**config.mk**
```make
export PLATFORM = sky130hd
export DESIGN_NAME = pipelined_circular_shifter_flat
export DESIGN_NICKNAME = d
export VERILOG_FILES = /design/src/rtl/ldpc_shift_pkg.sv /design/src/rtl/pipelined_circular_shifter_if.sv /design/src/rtl/rot_stage.sv /design/src/rtl/pipelined_circular_shifter.sv /design/src/flat_wrapper.sv
export SDC_FILE = /design/constraint.sdc
export NUM_CORES = 1
export LEC_CHECK = 0
export CAP_MARGIN = 20
export CELL_PAD_IN_SITES_DETAIL_PLACEMENT = 1
export CELL_PAD_IN_SITES_GLOBAL_PLACEMENT = 2
export CORE_AREA = 2 2 240 242
export CTS_BUF_LIST = sky130_fd_sc_hd__clkbuf_4
export DETAILED_ROUTE_END_ITERATION = 7
export DIE_AREA = 0 0 242 244
export DONT_BUFFER_PORTS = 1
export MAX_ROUTING_LAYER = met4
export PLACE_DENSITY_LB_ADDON = 0.12
export SLEW_MARGIN = 10
export SYNTH_ARGS = -nofsm -noshare
export SYNTH_HDL_FRONTEND = slang
export SYNTH_SLANG_ARGS = --single-unit
```
**constraint.sdc**
```tcl
create_clock -name CLK -period 2.2 [get_ports CLK]
set_input_delay 0.22 -clock CLK [delete_from_list [all_inputs] [get_ports CLK]]
set_output_delay 0.22 -clock CLK [all_outputs]
set_load 0.1 [all_outputs]
```
**src/rtl/ldpc_shift_pkg.sv**
```systemverilog
// Shared helpers for the QC-LDPC lifting rotator: stage/slice counts derived
// from the word width and grouping factor, plus a generic reference rotate.
package ldpc_shift_pkg;

   localparam int MAX_W = 512;
   typedef logic [MAX_W-1:0] wide_word_t;

   function automatic int nstg(input int maxz);
      return $clog2(maxz);
   endfunction

   // Grouping factor limited to 1..NSTG; larger values collapse to one slice.
   function automatic int clamp_r(input int maxz, input int r);
      int n;
      int res;
      n   = $clog2(maxz);
      res = r;
      if (r < 1) res = 1;
      if (r > n) res = n;
      return res;
   endfunction

   function automatic int nslice(input int maxz, input int r);
      int n;
      int rc;
      n  = nstg(maxz);
      rc = clamp_r(maxz, r);
      return (n + rc - 1) / rc;
   endfunction

   function automatic wide_word_t rot_right(input wide_word_t data, input int amt, input int width);
      wide_word_t res;
      int         a;
      res = '0;
      a   = amt % width;
      for (int i = 0; i < MAX_W; i++) begin
         if (i < width) res[i] = data[(i + a) % width];
      end
      return res;
   endfunction

endpackage

```
**src/rtl/pipelined_circular_shifter_if.sv**
```systemverilog
// Word/shift request and rotated-result bus between a memory-side master and
// the rotator.
interface pipelined_circular_shifter_if
   import ldpc_shift_pkg::*;
#(
   parameter int MAXZ = 81
) ();
   localparam int SW = nstg(MAXZ);

   logic            valid_in;
   logic [MAXZ-1:0] in_data;
   logic [SW-1:0]   shift_val;
   logic            valid_out;
   logic [MAXZ-1:0] out_data;

   modport master (
      output valid_in, in_data, shift_val,
      input  valid_out, out_data
   );

   modport slave (
      input  valid_in, in_data, shift_val,
      output valid_out, out_data
   );

endinterface

```
**src/rtl/rot_stage.sv**
```systemverilog
// One barrel level: rotates right by the constant AMT (within MAXZ bits)
// when en is set, otherwise passes the word through.
module rot_stage #(
   parameter int MAXZ = 81,
   parameter int AMT  = 1
) (
   input  logic            en,
   input  logic [MAXZ-1:0] d_in,
   output logic [MAXZ-1:0] d_out
);

   logic [MAXZ-1:0] rotated;

   for (genvar gi = 0; gi < MAXZ; gi++) begin : g_bit
      assign rotated[gi] = d_in[(gi + AMT) % MAXZ];
   end

   assign d_out = en ? rotated : d_in;

endmodule

```
**src/rtl/pipelined_circular_shifter.sv**
```systemverilog
// Pipelined circular right-rotator: NSTG power-of-two barrel levels grouped
// ROTATES_PER_CYCLE per register slice, optional input register.
module pipelined_circular_shifter
   import ldpc_shift_pkg::*;
#(
   parameter int MAXZ              = 81,
   parameter int ROTATES_PER_CYCLE = 1,
   parameter int IN_REG            = 0
) (
   input logic                         CLK,
   input logic                         rst_n,
   pipelined_circular_shifter_if.slave bus
);

   localparam int SW = nstg(MAXZ);
   localparam int R  = clamp_r(MAXZ, ROTATES_PER_CYCLE);
   localparam int NS = nslice(MAXZ, ROTATES_PER_CYCLE);

   logic            in_valid;
   logic [MAXZ-1:0] in_word;
   logic [SW-1:0]   in_shift;

   logic            valid_reg [NS];
   logic [MAXZ-1:0] data_reg  [NS];
   logic [SW-1:0]   shift_reg [NS];

   if (IN_REG != 0) begin : g_in_reg
      logic            in_valid_reg;
      logic [MAXZ-1:0] in_word_reg;
      logic [SW-1:0]   in_shift_reg;

      always_ff @(posedge CLK) begin
         if (rst_n) begin
            in_valid_reg <= 1'b0;
            in_word_reg  <= '0;
            in_shift_reg <= '0;
         end else begin
            in_valid_reg <= bus.valid_in;
            if (bus.valid_in) begin
               in_word_reg  <= bus.in_data;
               in_shift_reg <= bus.shift_val;
            end
         end
      end

      assign in_valid = in_valid_reg;
      assign in_word  = in_word_reg;
      assign in_shift = in_shift_reg;
   end else begin : g_in_direct
      assign in_valid = bus.valid_in;
      assign in_word  = bus.in_data;
      assign in_shift = bus.shift_val;
   end

   for (genvar gi = 0; gi < NS; gi++) begin : g_slice
      localparam int FIRST = gi * R;
      localparam int CNT   = ((SW - FIRST) < R) ? (SW - FIRST) : R;

      logic            v_i;
      logic [MAXZ-1:0] d_i;
      logic [SW-1:0]   s_i;
      logic [MAXZ-1:0] chain [CNT+1];

      if (gi == 0) begin : g_src_in
         assign v_i = in_valid;
         assign d_i = in_word;
         assign s_i = in_shift;
      end else begin : g_src_prev
         assign v_i = valid_reg[gi-1];
         assign d_i = data_reg[gi-1];
         assign s_i = shift_reg[gi-1];
      end

      assign chain[0] = d_i;

      // Global level FIRST+gj handles shift bit FIRST+gj, i.e. 2^(FIRST+gj) positions.
      for (genvar gj = 0; gj < CNT; gj++) begin : g_level
         rot_stage #(
            .MAXZ (MAXZ),
            .AMT  ((2 ** (FIRST + gj)) % MAXZ)
         ) u_rot (
            .en    (s_i[FIRST+gj]),
            .d_in  (chain[gj]),
            .d_out (chain[gj+1])
         );
      end

      always_ff @(posedge CLK) begin
         if (rst_n) begin
            valid_reg[gi] <= 1'b0;
            data_reg[gi]  <= '0;
            shift_reg[gi] <= '0;
         end else begin
            valid_reg[gi] <= v_i;
            if (v_i) begin
               data_reg[gi]  <= chain[CNT];
               shift_reg[gi] <= s_i;
            end
         end
      end
   end

   assign bus.valid_out = valid_reg[NS-1];
   assign bus.out_data  = data_reg[NS-1];

endmodule

```
**src/flat_wrapper.sv**
```systemverilog
// flat-port wrapper written by rule: the top's interface ports become plain ports
module pipelined_circular_shifter_flat import ldpc_shift_pkg::*;
#(
   parameter int MAXZ              = 81,
   parameter int ROTATES_PER_CYCLE = 1,
   parameter int IN_REG            = 0
)
  (CLK, rst_n, bus_valid_in, bus_in_data, bus_shift_val, bus_valid_out, bus_out_data);
  pipelined_circular_shifter_if #(.MAXZ(MAXZ)) bus_i ();
  input logic CLK;
  input logic rst_n;
  input wire logic [$bits(bus_i.valid_in)-1:0] bus_valid_in;
  input wire logic [$bits(bus_i.in_data)-1:0] bus_in_data;
  input wire logic [$bits(bus_i.shift_val)-1:0] bus_shift_val;
  output wire logic [$bits(bus_i.valid_out)-1:0] bus_valid_out;
  output wire logic [$bits(bus_i.out_data)-1:0] bus_out_data;
  assign bus_i.valid_in = bus_valid_in;
  assign bus_i.in_data = bus_in_data;
  assign bus_i.shift_val = bus_shift_val;
  assign bus_valid_out = bus_i.valid_out;
  assign bus_out_data = bus_i.out_data;
  pipelined_circular_shifter #(.MAXZ(MAXZ), .ROTATES_PER_CYCLE(ROTATES_PER_CYCLE), .IN_REG(IN_REG)) u_core (.CLK(CLK), .rst_n(rst_n), .bus(bus_i));
endmodule
```
* Word level (Yosys, flattened, before mapping)
Memories as Yosys holds them, arrays and structs flattened.
Index checks and enable logic that the tools add are counted.
** Cells by class
- Multiplexer cells :: 52
- Bitwise operators :: 21
** Operators by type and width (count)
- 81-bit 2-to-1 mux :: 14
- 7-bit 2-to-1 mux :: 7
- 1-bit 2-to-1 mux :: 31
- 1-bit bitwise OR :: 21
** Word-level totals
- Memories :: 3
- Flip-flop bits (word level) :: 0
- RAM bits :: 623
- Output and inout port bits :: 82
** Memory list
- u_core.data_reg :: words 7, bits a word 81, read ports 7, clocked after Yosys merged registers in 0, wr ports 7, RTL line pipelined_circular_shifter.sv:24 : logic [MAXZ-1:0] data_reg [NS];
- u_core.shift_reg :: words 7, bits a word 7, read ports 6, clocked after Yosys merged registers in 0, wr ports 7, RTL line pipelined_circular_shifter.sv:25 : logic [SW-1:0] shift_reg [NS];
- u_core.valid_reg :: words 7, bits a word 1, read ports 7, clocked after Yosys merged registers in 0, wr ports 7, RTL line pipelined_circular_shifter.sv:23 : logic valid_reg [NS];

* Longest topological paths before layout
- Depth in word-level cells :: 4
- Mapped depth :: 5
- Depth with buffers taken out :: 3

* Cells and area by module
Synthesis repeated with hierarchy kept, for this count alone.
** Second synthesis, totals
- Cell total of the unflattened synthesis :: 1956
- Area, all modules :: 33298.2 um^2
** By module, submodules not included
- pipelined_circular_shifter :: area each 23611.4 um^2, times used 1, seq. area each 17797.1 um^2, cells an instance 1326
- rot_stage :: area each 1383.8 um^2, times used 7, seq. area each 0.0 um^2, cells an instance 90

* Worst setup path before layout
OpenSTA, ideal clock, no wires.
- Path kind :: input-to-reg
- Start :: in rst_n
- End :: mem u_core.data_reg[0][0], enable pin
- Data arrival time :: 1465 ps
- Library setup time :: 408 ps
- Stages :: 2
- Data required time :: 1792 ps
- Setup slack :: 327 ps
- Cells stage by stage :: buf_2 -> or2_2
** RTL lines
- start, declared :: RTL line flat_wrapper.sv:11 : input logic rst_n;
- end, declared :: RTL line pipelined_circular_shifter.sv:24

==> key figures <==
Pwr
  • Sw frac: 0.2438
  • PD cells: about 760 nW/um^2
  • Reg power frac: 0.535
  • Peak VDD IR: approximately 480 uV
  • Psw: 6.058 mW
  • Clock Power Share: 0.379
  • Total power draw: between 20 and 25 mW
  • Leakage: 12.52 nW
  • Int Pwr: 18.79 mW
  • Combinational share of power: 0.086

Worst setup path
  • Crit path DAT: 2540 ps
  • Crit path from: rst_n
  • Reg-to-Reg End: u_core.data_reg[1][35]$_SDFFCE_PN0P_
  • Crit path capture type: flop
  • Class of the most critical setup path: input pin to flop
  • Worst reg-to-reg path cell count: 3
  • Setup crit start kind: input pin
  • RR Startpoint: u_core.shift_reg[0][1]$_SDFFCE_PN0P_
  • CP max FO: 82
  • R2R Setup Slk: 500 ps
  • Setup crit end: u_core.shift_reg[0][4]$_SDFFCE_PN0P_
  • Critical path data required time: around 2900 ps

Logic synthesis
  • Cell Area, Synth: 26740 um^2
  • Ys Warns: 0
  • Ys flop type: edfxtp_1
  • Top cells by area, synth: edfxtp_1 66%, mux2i_1 21%, nor2_1 8.0%, buf_2 1.2%, buf_6 1.1%
  • Most common cell in the netlist: edfxtp_1
  • Flops & latches, synth: 595
  • Post-synth EDFFs: 588
  • Top cell type's share of synthesized area: 0.6604
  • Syn Nets: a little under 2000
  • Sequential area share after synthesis: 0.6657
  • Asr flop ratio synth: 0
  • Gate count of the mapped netlist: roughly 1900
  • Synth area leader: edfxtp_1
  • List of most frequent post-synthesis cells: 588 x edfxtp_1, 567 x mux2i_1, 567 x nor2_1, 66 x buf_2, 34 x buf_4
  • Mapped Avg Cell Area: 14.09 um^2
  • Post-synthesis cell type count: 12

Timing
  • Hold slack: roughly 340 ps
  • Peak Freq: 540.4 MHz
  • Setup Total Neg Slack: 0 ps
  • Final worst-path cycle share: 0.8412
  • Finish-stage setup viols: 0
  • Slew margin rel.: 0.4880
  • RSZ-0062 raised after global routing: no
  • Worst-margin pin slew: 768.0 ps
  • Hold Vio Cnt, Final: 0
  • Crit path time final: 1851 ps
  • Final Max Tran Viols: 0
  • Clk_skew: around 43 ps

Placement
  • Placed insts: approximately 2700
  • Final HPWL DP: 39740 um
  • RD Place Congestion: 0.8200
  • Port buffer count: 0

Flow run
  • Maxcap violations: 0

Global route
  • Pin count of the biggest net entering global routing: 83
  • Tot GR Track Use: 0.2185
  • First-pass GRT wire length: ~100000 um
  • Initial antenna violation count: 2
  • Number of global-route vias before repair: 17342
  • Grt ovf: 0

Clock network
  • Post-CTS setup buffers: 0
  • H-tree depth: 4
  • CTS tree: built
  • TritonCTS Sinks: 595
  • Resize count post-CTS: 0
  • Clk slew on worst S/H paths: 60 ps
  • Root buf cell: clkbuf_4
  • Num CTS Buffers: 152
  • Clock latency at the later pin of the worst-skew pair: 990 ps
  • Clock Tree Buf Depth: 3

Die
  • Core Region: 56170 um^2
  • Row Count: 87
  • DIE HEIGHT: 244 um
  • Num ports: between 150 and 200
  • Starting density of the core: 0.4760
  • Die width: 242 um
  • Area of the die: about 59000 um^2

Min path
  • Hold WC Path Type: input pin to flop

Run status
  • Status: finished clean

Finish
  • Final net count: 2417
  • Finished Layout Cells: approximately 3200
  • Util after Layout: 0.5818
  • Share of cells above drive strength 1: 0.1673
  • Max reg flops: around 570
  • Area growth from synthesis to layout: 22.22%

Drt
  • First-pass iteration count of the detailed router: 5
  • Avg Vias per Cell: 4.946
  • Remaining antenna violation count: 0
  • Mean routed wirelength per cell: 19.28 um
  • DR vias: 15866
  • Initial drt markers: 655
  • # DRC: 0
  • WL final: 61840 um
area by class of cell:
type                    instances  area (um^2)
inverters                       7        26.28
clock buffers                 223         1674
fillers                      5527        23490
repair buffers                401         3904
well taps                     756        945.9
multi-input cells            1169         8050
clock inverters                49        260.3
flip-flops and latches        595        17800
diodes                          8        20.02
per-stage QoR:
step           worst slack [ps]  instance area (um^2)
3_5_place_dp              569.5                 28150
6_report                  349.4                 32680
2_1_floorplan             326.8                 26740
5_1_grt                   196.5                 32680
3_3_place_gp              622.7                 28150
4_1_cts                   217.4                 32660
critical path: stages:
cell	delay, ps
dlygate4sd3_1	870
nand2b_2	260
buf_12	270
inv_2	120
and2_1	200
dlygate4sd3_1	570
power by group through the flow:
stage | Combinational, mW | Sequential [mW] | Clock (mW)
5_1_grt | 2.30 | 13.3 | 10.3
6_report | 2.14 | 13.3 | 9.42
4_1_cts | 2.06 | 13.3 | 9.61
3_5_place_dp | 1.66 | 13.5 | 0
2_1_floorplan | 1.06 | 13.7 | 0
3_3_place_gp | 1.64 | 13.5 | 0
cells in the final DEF (no fill, tap or decap), drive strengths merged, types with 7 or more instances in the layout:
cell type,instances
or2,7
nor2,567
clkbuf,223
mux2i,567
edfxtp,588
clkinv,42
nand2b,7
buf,144
and2,21
inv,11
dlygate4sd3,257
dfxtp,7
diode,8
per-layer routing:
layer	up-vias	global-route usage	wire, um
met5	-	-	0
met3	120	0.04862	2145
met4	0	0.09259	1903
met2	332	0.3754	31970
li1	7777	-	-
met1	7637	0.2467	25820
cells by family (layout without fill, tap and decap cells):
| family | Yosys count | count (layout) | synth area share |
|---|---|---|---|
| buf+inv | 134 | 680 | 0.03426 |
| flops | 595 | 595 | 0.6657 |
| mux | 567 | 567 | 0.2123 |
| other cells | 0 | 8 | 0 |
| simple gates | 602 | 602 | 0.08779 |
worst min-delay path by stage:
stage / to / cells past startpoint / from / slack (ps)
after floorplan: u_core.shift_reg[0][1]$_SDFFCE_PN0P_ / 1 / bus_shift_val[1] / 420
after global placement: u_core.shift_reg[0][5]$_SDFFCE_PN0P_ / 1 / bus_shift_val[5] / 420
after detailed placement: u_core.shift_reg[0][6]$_SDFFCE_PN0P_ / 1 / bus_shift_val[6] / 420
after CTS: u_core.valid_reg[0]$_DFF_P_ / 4 / bus_valid_in / 190
after global routing: u_core.valid_reg[0]$_DFF_P_ / 4 / bus_valid_in / 270
final: u_core.valid_reg[0]$_DFF_P_ / 4 / bus_valid_in / 340
repair_timing:
item,CTS,global route
endpoints found under the setup margin,0,0
hold buffers,257,0
endpoints found under the hold margin,887,0
Note: power is estimated with default switching activity, not from simulation.
